<file path="config.mk">
export PLATFORM = sky130hd
export DESIGN_NAME = fly_path_animator
export DESIGN_NICKNAME = d
export VERILOG_FILES = /design/src/rtl/fly_path_animator.sv
export SDC_FILE = /design/constraint.sdc
export NUM_CORES = 1
export LEC_CHECK = 0
export BUFFER_PORTS_ARGS = -buffer_cell sky130_fd_sc_hd__buf_2
export CAP_MARGIN = 30
export CORE_MARGIN = 4
export CORE_UTILIZATION = 44
export CTS_CLUSTER_DIAMETER = 200
export DETAILED_ROUTE_END_ITERATION = 10
export HOLD_SLACK_MARGIN = 0.08
export PLACE_DENSITY = 0.64
export SLEW_MARGIN = 20
export SYNTH_ARGS = -nofsm -noshare
export SYNTH_HDL_FRONTEND = slang
export SYNTH_SLANG_ARGS = --single-unit
export TNS_END_PERCENT = 100
</file>
<file path="constraint.sdc">
create_clock -name clock -period 5.1 [get_ports clock]
set_clock_uncertainty 0.05 [all_clocks]
set_input_delay 1.02 -clock clock [delete_from_list [all_inputs] [get_ports clock]]
set_output_delay 1.02 -clock clock [all_outputs]
set_load 0.02 [all_outputs]
</file>
<file path="src/rtl/fly_path_animator.sv">
// Sprite fly-path animator: draws a sprite, holds, erases and steps it one column at a time
// until it lands on target_x or would leave the screen. Define FLY_BG_RESTORE_EN to erase from background ROM.
module fly_path_animator #(
  parameter int          SPRITE_W      = 4,
  parameter int          SPRITE_H      = 4,
  parameter int          HOLD_CYCLES   = 150000,
  parameter int          SCREEN_W      = 320,
  parameter logic [2:0]  SPRITE_COLOUR = 3'b000,
  parameter logic [2:0]  ERASE_COLOUR  = 3'b111
) (
  input  logic        clock,
  input  logic        resetn,
  input  logic        start,
  input  logic        dir,
  input  logic [8:0]  start_x,
  input  logic [7:0]  start_y,
  input  logic [8:0]  target_x,
  output logic [8:0]  x,
  output logic [7:0]  y,
  output logic [2:0]  colour,
  output logic        plot,
  output logic [16:0] bg_addr,
  input  logic [2:0]  bg_colour,
  output logic        busy,
  output logic        over,
  output logic        hit
);

  localparam int NPIX = SPRITE_W * SPRITE_H;
  localparam int PW   = $clog2(NPIX + 1);
  localparam int HW   = (HOLD_CYCLES > 1) ? $clog2(HOLD_CYCLES) : 1;
`ifdef FLY_BG_RESTORE_EN
  localparam int ELAST = NPIX;
`else
  localparam int ELAST = NPIX - 1;
`endif
  localparam logic [PW-1:0] P_LAST_DRAW  = PW'(NPIX - 1);
  localparam logic [PW-1:0] P_LAST_ERASE = PW'(ELAST);
  localparam logic [HW-1:0] H_LAST       = HW'(HOLD_CYCLES - 1);
  localparam logic [9:0]    X_MAX        = 10'(SCREEN_W - SPRITE_W);

  typedef enum logic [2:0] {
    S_IDLE,
    S_DRAW,
    S_HOLD,
    S_CHECK,
    S_ERASE,
    S_STEP,
    S_DONE
  } state_t;

  state_t        state_q, state_d;
  logic [8:0]    pos_x_q, pos_x_d;
  logic [7:0]    pos_y_q, pos_y_d;
  logic          dir_q, dir_d;
  logic [8:0]    tgt_q, tgt_d;
  logic [PW-1:0] p_q, p_d;
  logic [HW-1:0] hold_q, hold_d;
  logic          over_q, over_d;
  logic          hit_q, hit_d;

  logic [9:0]    next_x;
  logic [8:0]    addr_x;
  logic [7:0]    addr_y;

  // Pixel index to offset within the sprite, row-major
  function automatic logic [8:0] off_x(input logic [PW-1:0] i);
    return 9'(32'(i) % SPRITE_W);
  endfunction

  function automatic logic [7:0] off_y(input logic [PW-1:0] i);
    return 8'(32'(i) / SPRITE_W);
  endfunction

`ifndef FLY_BG_RESTORE_EN
  logic unused_bg;
  assign unused_bg = ^bg_colour;
`endif

  always_ff @(posedge clock or negedge resetn) begin
    if (!resetn) begin
      state_q <= S_IDLE;
      pos_x_q <= '0;
      pos_y_q <= '0;
      dir_q   <= 1'b0;
      tgt_q   <= '0;
      p_q     <= '0;
      hold_q  <= '0;
      over_q  <= 1'b0;
      hit_q   <= 1'b0;
    end else begin
      state_q <= state_d;
      pos_x_q <= pos_x_d;
      pos_y_q <= pos_y_d;
      dir_q   <= dir_d;
      tgt_q   <= tgt_d;
      p_q     <= p_d;
      hold_q  <= hold_d;
      over_q  <= over_d;
      hit_q   <= hit_d;
    end
  end

  // Zero-extended so a leftward step from column 0 lands far above X_MAX instead of wrapping
  assign next_x = dir_q ? ({1'b0, pos_x_q} - 10'd1) : ({1'b0, pos_x_q} + 10'd1);

  always_comb begin
    state_d = state_q;
    pos_x_d = pos_x_q;
    pos_y_d = pos_y_q;
    dir_d   = dir_q;
    tgt_d   = tgt_q;
    p_d     = p_q;
    hold_d  = hold_q;
    over_d  = over_q;
    hit_d   = hit_q;
    x       = '0;
    y       = '0;
    colour  = '0;
    plot    = 1'b0;
    bg_addr = '0;
    addr_x  = '0;
    addr_y  = '0;

    case (state_q)
      S_IDLE, S_DONE: begin
        if (start) begin
          pos_x_d = start_x;
          pos_y_d = start_y;
          dir_d   = dir;
          tgt_d   = target_x;
          over_d  = 1'b0;
          hit_d   = 1'b0;
          p_d     = '0;
          hold_d  = '0;
          state_d = S_DRAW;
        end
      end

      S_DRAW: begin
        plot   = 1'b1;
        x      = pos_x_q + off_x(p_q);
        y      = pos_y_q + off_y(p_q);
        colour = SPRITE_COLOUR;
        if (p_q == P_LAST_DRAW) begin
          p_d     = '0;
          state_d = S_HOLD;
        end else begin
          p_d = p_q + PW'(1);
        end
      end

      S_HOLD: begin
        if (hold_q == H_LAST) begin
          hold_d  = '0;
          state_d = S_CHECK;
        end else begin
          hold_d = hold_q + HW'(1);
        end
      end

      S_CHECK: begin
        if (pos_x_q == tgt_q) begin
          over_d  = 1'b1;
          hit_d   = 1'b1;
          state_d = S_DONE;
        end else if (next_x > X_MAX) begin
          over_d  = 1'b1;
          hit_d   = 1'b0;
          state_d = S_DONE;
        end else begin
          p_d     = '0;
          state_d = S_ERASE;
        end
      end

      S_ERASE: begin
`ifdef FLY_BG_RESTORE_EN
        // Address pixel p now; the ROM answers next cycle, when pixel p-1 is plotted
        if (p_q != P_LAST_ERASE) begin
          addr_x  = pos_x_q + off_x(p_q);
          addr_y  = pos_y_q + off_y(p_q);
          bg_addr = 17'(32'(addr_y) * SCREEN_W + 32'(addr_x));
        end
        if (p_q != '0) begin
          plot   = 1'b1;
          x      = pos_x_q + off_x(p_q - PW'(1));
          y      = pos_y_q + off_y(p_q - PW'(1));
          colour = bg_colour;
        end
`else
        plot   = 1'b1;
        x      = pos_x_q + off_x(p_q);
        y      = pos_y_q + off_y(p_q);
        colour = ERASE_COLOUR;
`endif
        if (p_q == P_LAST_ERASE) begin
          p_d     = '0;
          state_d = S_STEP;
        end else begin
          p_d = p_q + PW'(1);
        end
      end

      S_STEP: begin
        pos_x_d = next_x[8:0];
        p_d     = '0;
        state_d = S_DRAW;
      end

      default: state_d = S_IDLE;
    endcase
  end

  assign busy = (state_q != S_IDLE) && (state_q != S_DONE);
  assign over = over_q;
  assign hit  = hit_q;

endmodule

</file>
==> impl_metrics.py <==
metrics = {
    "status": {
        "status": "completed",
    },
    "route": {
        "vias_per_cell": 5.18,
        "drc_errors": 0,
        "firstDrtPassIters": 4,
        "num_vias": 3117,
        "ant_nets": 0,
        "wire_per_inst_um": 13.5,
        "drt_iter0_drc": 175,
        "wirelength_um": 8150,
    },
    "cells_and_area": {
        "antenna_cells": 0,
        "nets": 548,
        "layout-drive-gt1-share_pct": 14.3,
        "area.growth.synth_to_final_pct": 9.93,
        "final_core_util_pct": 49.5,
        "fillers": 822,
    },
    "sta": {
        "slew_violations": 0,
        "worst_pin_slew_ps": 727,
        "fmax_mhz": 307,
        "relSlewSlack_pct": 51.4,
        "setup_viol": 0,
        "final_hold_viol_count": 0,
        "tns_ps": 0,
        "fin_crit_sh_pct": 63.9,
        "worst_slack_ps": 1840,
        "period_needed_ps": 3260,
        "rsz0062_at_grt": "false",
    },
    "place": {
        "preCtsSetupSlack_ps": 2180,
        "place_congestion": 0.880,
        "port-buffer-count": 53,
        "place_hpwl_um": 6070,
    },
    "synthesis": {
        "synthCells": 455,
        "synth-main-ff-cell": "dfrtp_1",
        "syn-cell-area_sq_um": 3680,
        "ys_types": 50,
        "async_flop_share_pct": 100,
        "avgSynthCellArea_sq_um": 8.09,
        "synth_edf_count": 0,
        "yosysSeqAreaShare_pct": 37.4,
        "ys.warnings.count": 0,
        "synth-seq-cells": 55,
    },
    "global_routing": {
        "grt.overflow.total": 0,
        "grt_pass1_wl_um": 13700,
        "grt_max_degree": 56,
        "track_usage_pct": 16.9,
        "antenna_found_initial": 0,
        "first_global_vias": 2870,
    },
    "worst_setup_path": {
        "r2r_slack_ps": 2160,
        "cp_max_fo": 7,
        "worst_r2r_path_depth": 9,
        "required_ps": 4030,
        "crit-reg2reg-launch": "dir_q",
        "worst_ep_arrival_time_ps": 2190,
        "r2r_end": "hit",
        "worst-setup-path-type": "reg -> out",
        "end_kind": "output port",
        "critPathLaunchType": "register",
    },
    "clock_tree": {
        "clock-sinks": 55,
        "post_cts_buffers": 0,
        "cts_resized": 0,
        "cts_buffers": 5,
        "cts_max_path_buffers": 2,
        "path_clk_slew_ps": 100,
        "cts_hold_buf": 0,
        "cts_tree": "yes",
        "cts_root_buf": "clkbuf_8",
        "clk_latency_ps": 310,
        "htreeDepth": 2,
    },
    "floorplan": {
        "dieHeight_um": 99.5,
        "start_util_pct": 45.0,
        "die_w_um": 99.5,
        "pin_count": 74,
        "dieArea_sq_um": 9890,
        "coreArea_sq_um": 8180,
        "rows": 33,
    },
    "min_path": {
        "hold_end": "hold_q[17]",
        "hold_class": "reg -> reg",
        "holdPathStages": 1,
        "min_from": "hold_q[17]",
    },
    "pwr": {
        "p_leak_uw": 0.00197,
        "power_density_nw_per_um2": 625,
        "design_power_total_uw": 2530,
        "peakVddDrop_uv": 219,
    },
    "job": {
        "maxCapViolCount": 0,
    },
}
-- worst max-delay path, cell delays in order, from the launching register on --
cell and delay (ps):
dfrtp_1 500, ha_1 280, fa_1 420, and3_1 210
nand3_1 100, xor2_1 150, nor2_1 50, buf_2 170
-- worst max-delay path by stage --
| stage | start | end | depth (start not counted) |
|---|---|---|---|
| 6_report | pos_x_q[0] | x[6] | 7 |
| 2_1_floorplan | pos_x_q[0] | x[6] | 6 |
| 3_5_place_dp | pos_x_q[0] | x[6] | 7 |
| 3_3_place_gp | start | hold_q[13] | 5 |
| 5_1_grt | state_q[2] | x[1] | 6 |
| 4_1_cts | pos_x_q[0] | x[8] | 7 |
-- synthesized netlist by cell type (2+ instances only) --
master | number | share of area, %
nand3b_1 | 2 | 0.41
and2_1 | 7 | 1.2
o41ai_1 | 2 | 0.48
nor2b_1 | 4 | 0.68
ha_1 | 16 | 5.4
nor4_1 | 4 | 0.68
a21boi_0 | 2 | 0.41
xnor2_1 | 13 | 3.1
o211ai_1 | 3 | 0.61
nor3_1 | 3 | 0.41
a31oi_1 | 10 | 1.7
nand4_1 | 6 | 1.0
o31ai_1 | 2 | 0.41
nand2_1 | 111 | 11
fa_1 | 3 | 1.6
buf_4 | 19 | 3.9
a21o_1 | 4 | 0.82
o21ai_1 | 2 | 0.27
inv_1 | 11 | 1.1
xor2_1 | 17 | 4.0
a41oi_1 | 2 | 0.48
nand3_1 | 11 | 1.5
a31o_2 | 2 | 0.48
dfrtp_1 | 55 | 37
clkbuf_1 | 19 | 1.9
o22ai_1 | 3 | 0.51
mux2i_1 | 3 | 0.82
a22o_1 | 3 | 0.71
nand2b_1 | 2 | 0.34
nor2_1 | 39 | 4.0
and3_1 | 10 | 1.7
a21oi_1 | 14 | 1.9
o21ai_0 | 33 | 4.5
o31a_1 | 2 | 0.48
-- area by class of cell --
| cell class | instances | area, sq um | area share, % |
|---|---|---|---|
| Inverter | 11 | 41.3 | 1.02 |
| Timing Repair Buffer | 56 | 295 | 7.30 |
| Tap cell | 105 | 131 | 3.25 |
| Multi-Input combinational cell | 367 | 2110 | 52.2 |
| Clock buffer | 5 | 68.8 | 1.70 |
| Sequential cell | 55 | 1380 | 34.0 |
| Clock inverter | 3 | 20.0 | 0.495 |
-- report_power, final --
part	internal (uW)	switching, uW	leakage, uW
combinational	597	914	0.00122
clock	95.9	143	0.0000402
sequential	578	200	0.000713
total	1270	1260	0.00197
-- logic make-up after synthesis --
group | after synthesis | share of synthesized area (%)
DFF | 55 | 37.4
and+or+nand+nor | 205 | 24.4
other | 1 | 0.102
AOI/OAI and AO/OA | 93 | 16.1
muxes | 3 | 0.816
xor gates and xnor gates | 30 | 7.14
buffers and inverters | 49 | 6.93
adders and majority gates | 19 | 7.07
-- through the flow --
stage	hold WS [ps]	area, sq um	instances
6_report	440	4050	602
2_1_floorplan	395	3740	471
3_5_place_dp	423	3940	593
5_1_grt	464	4050	602
3_3_place_gp	416	3940	593
4_1_cts	439	4030	601
-- placed cells by master (no fill, tap or decap), drive strengths merged, types with 2 or more instances in the layout --
master and count:
nand4 6, o21ai 35, clkbuf 5, o31a 2
xnor2 13, clkinvlp 2, ha 16, a41oi 2
o22ai 3, nor4 4, a22o 3, nor3 3
dfrtp 55, nand3b 2, a21o 5, buf 56
mux2i 3, o41ai 2, o211ai 3, fa 3
nor2b 4, a31oi 10, a31o 2, a21oi 14
and3 10, conb 17, inv 11, o31ai 2
nand3 11, nand2 111, nor2 39, nand2b 2
a21boi 2, and2 8, xor2 17
-- routing by layer --
| layer | part of all wire [%] | up-vias | global-route usage [%] |
|---|---|---|---|
| met5 | 0 | - | 0 |
| met4 | 0.67 | 0 | 3.89 |
| met3 | 5.9 | 5 | 3.09 |
| met2 | 44 | 71 | 25.5 |
| met1 | 49 | 1441 | 25.1 |
| li1 | - | 1600 | - |
-- registers in the layout (all words and copies together) (netlist names) --
name and flops:
dir_q 1, hit 1, hold_q 18, over 1
p_q 5, pos_x_q 9, pos_y_q 8, state_q 3
tgt_q 9
Power figures use the tool's default switching activity.
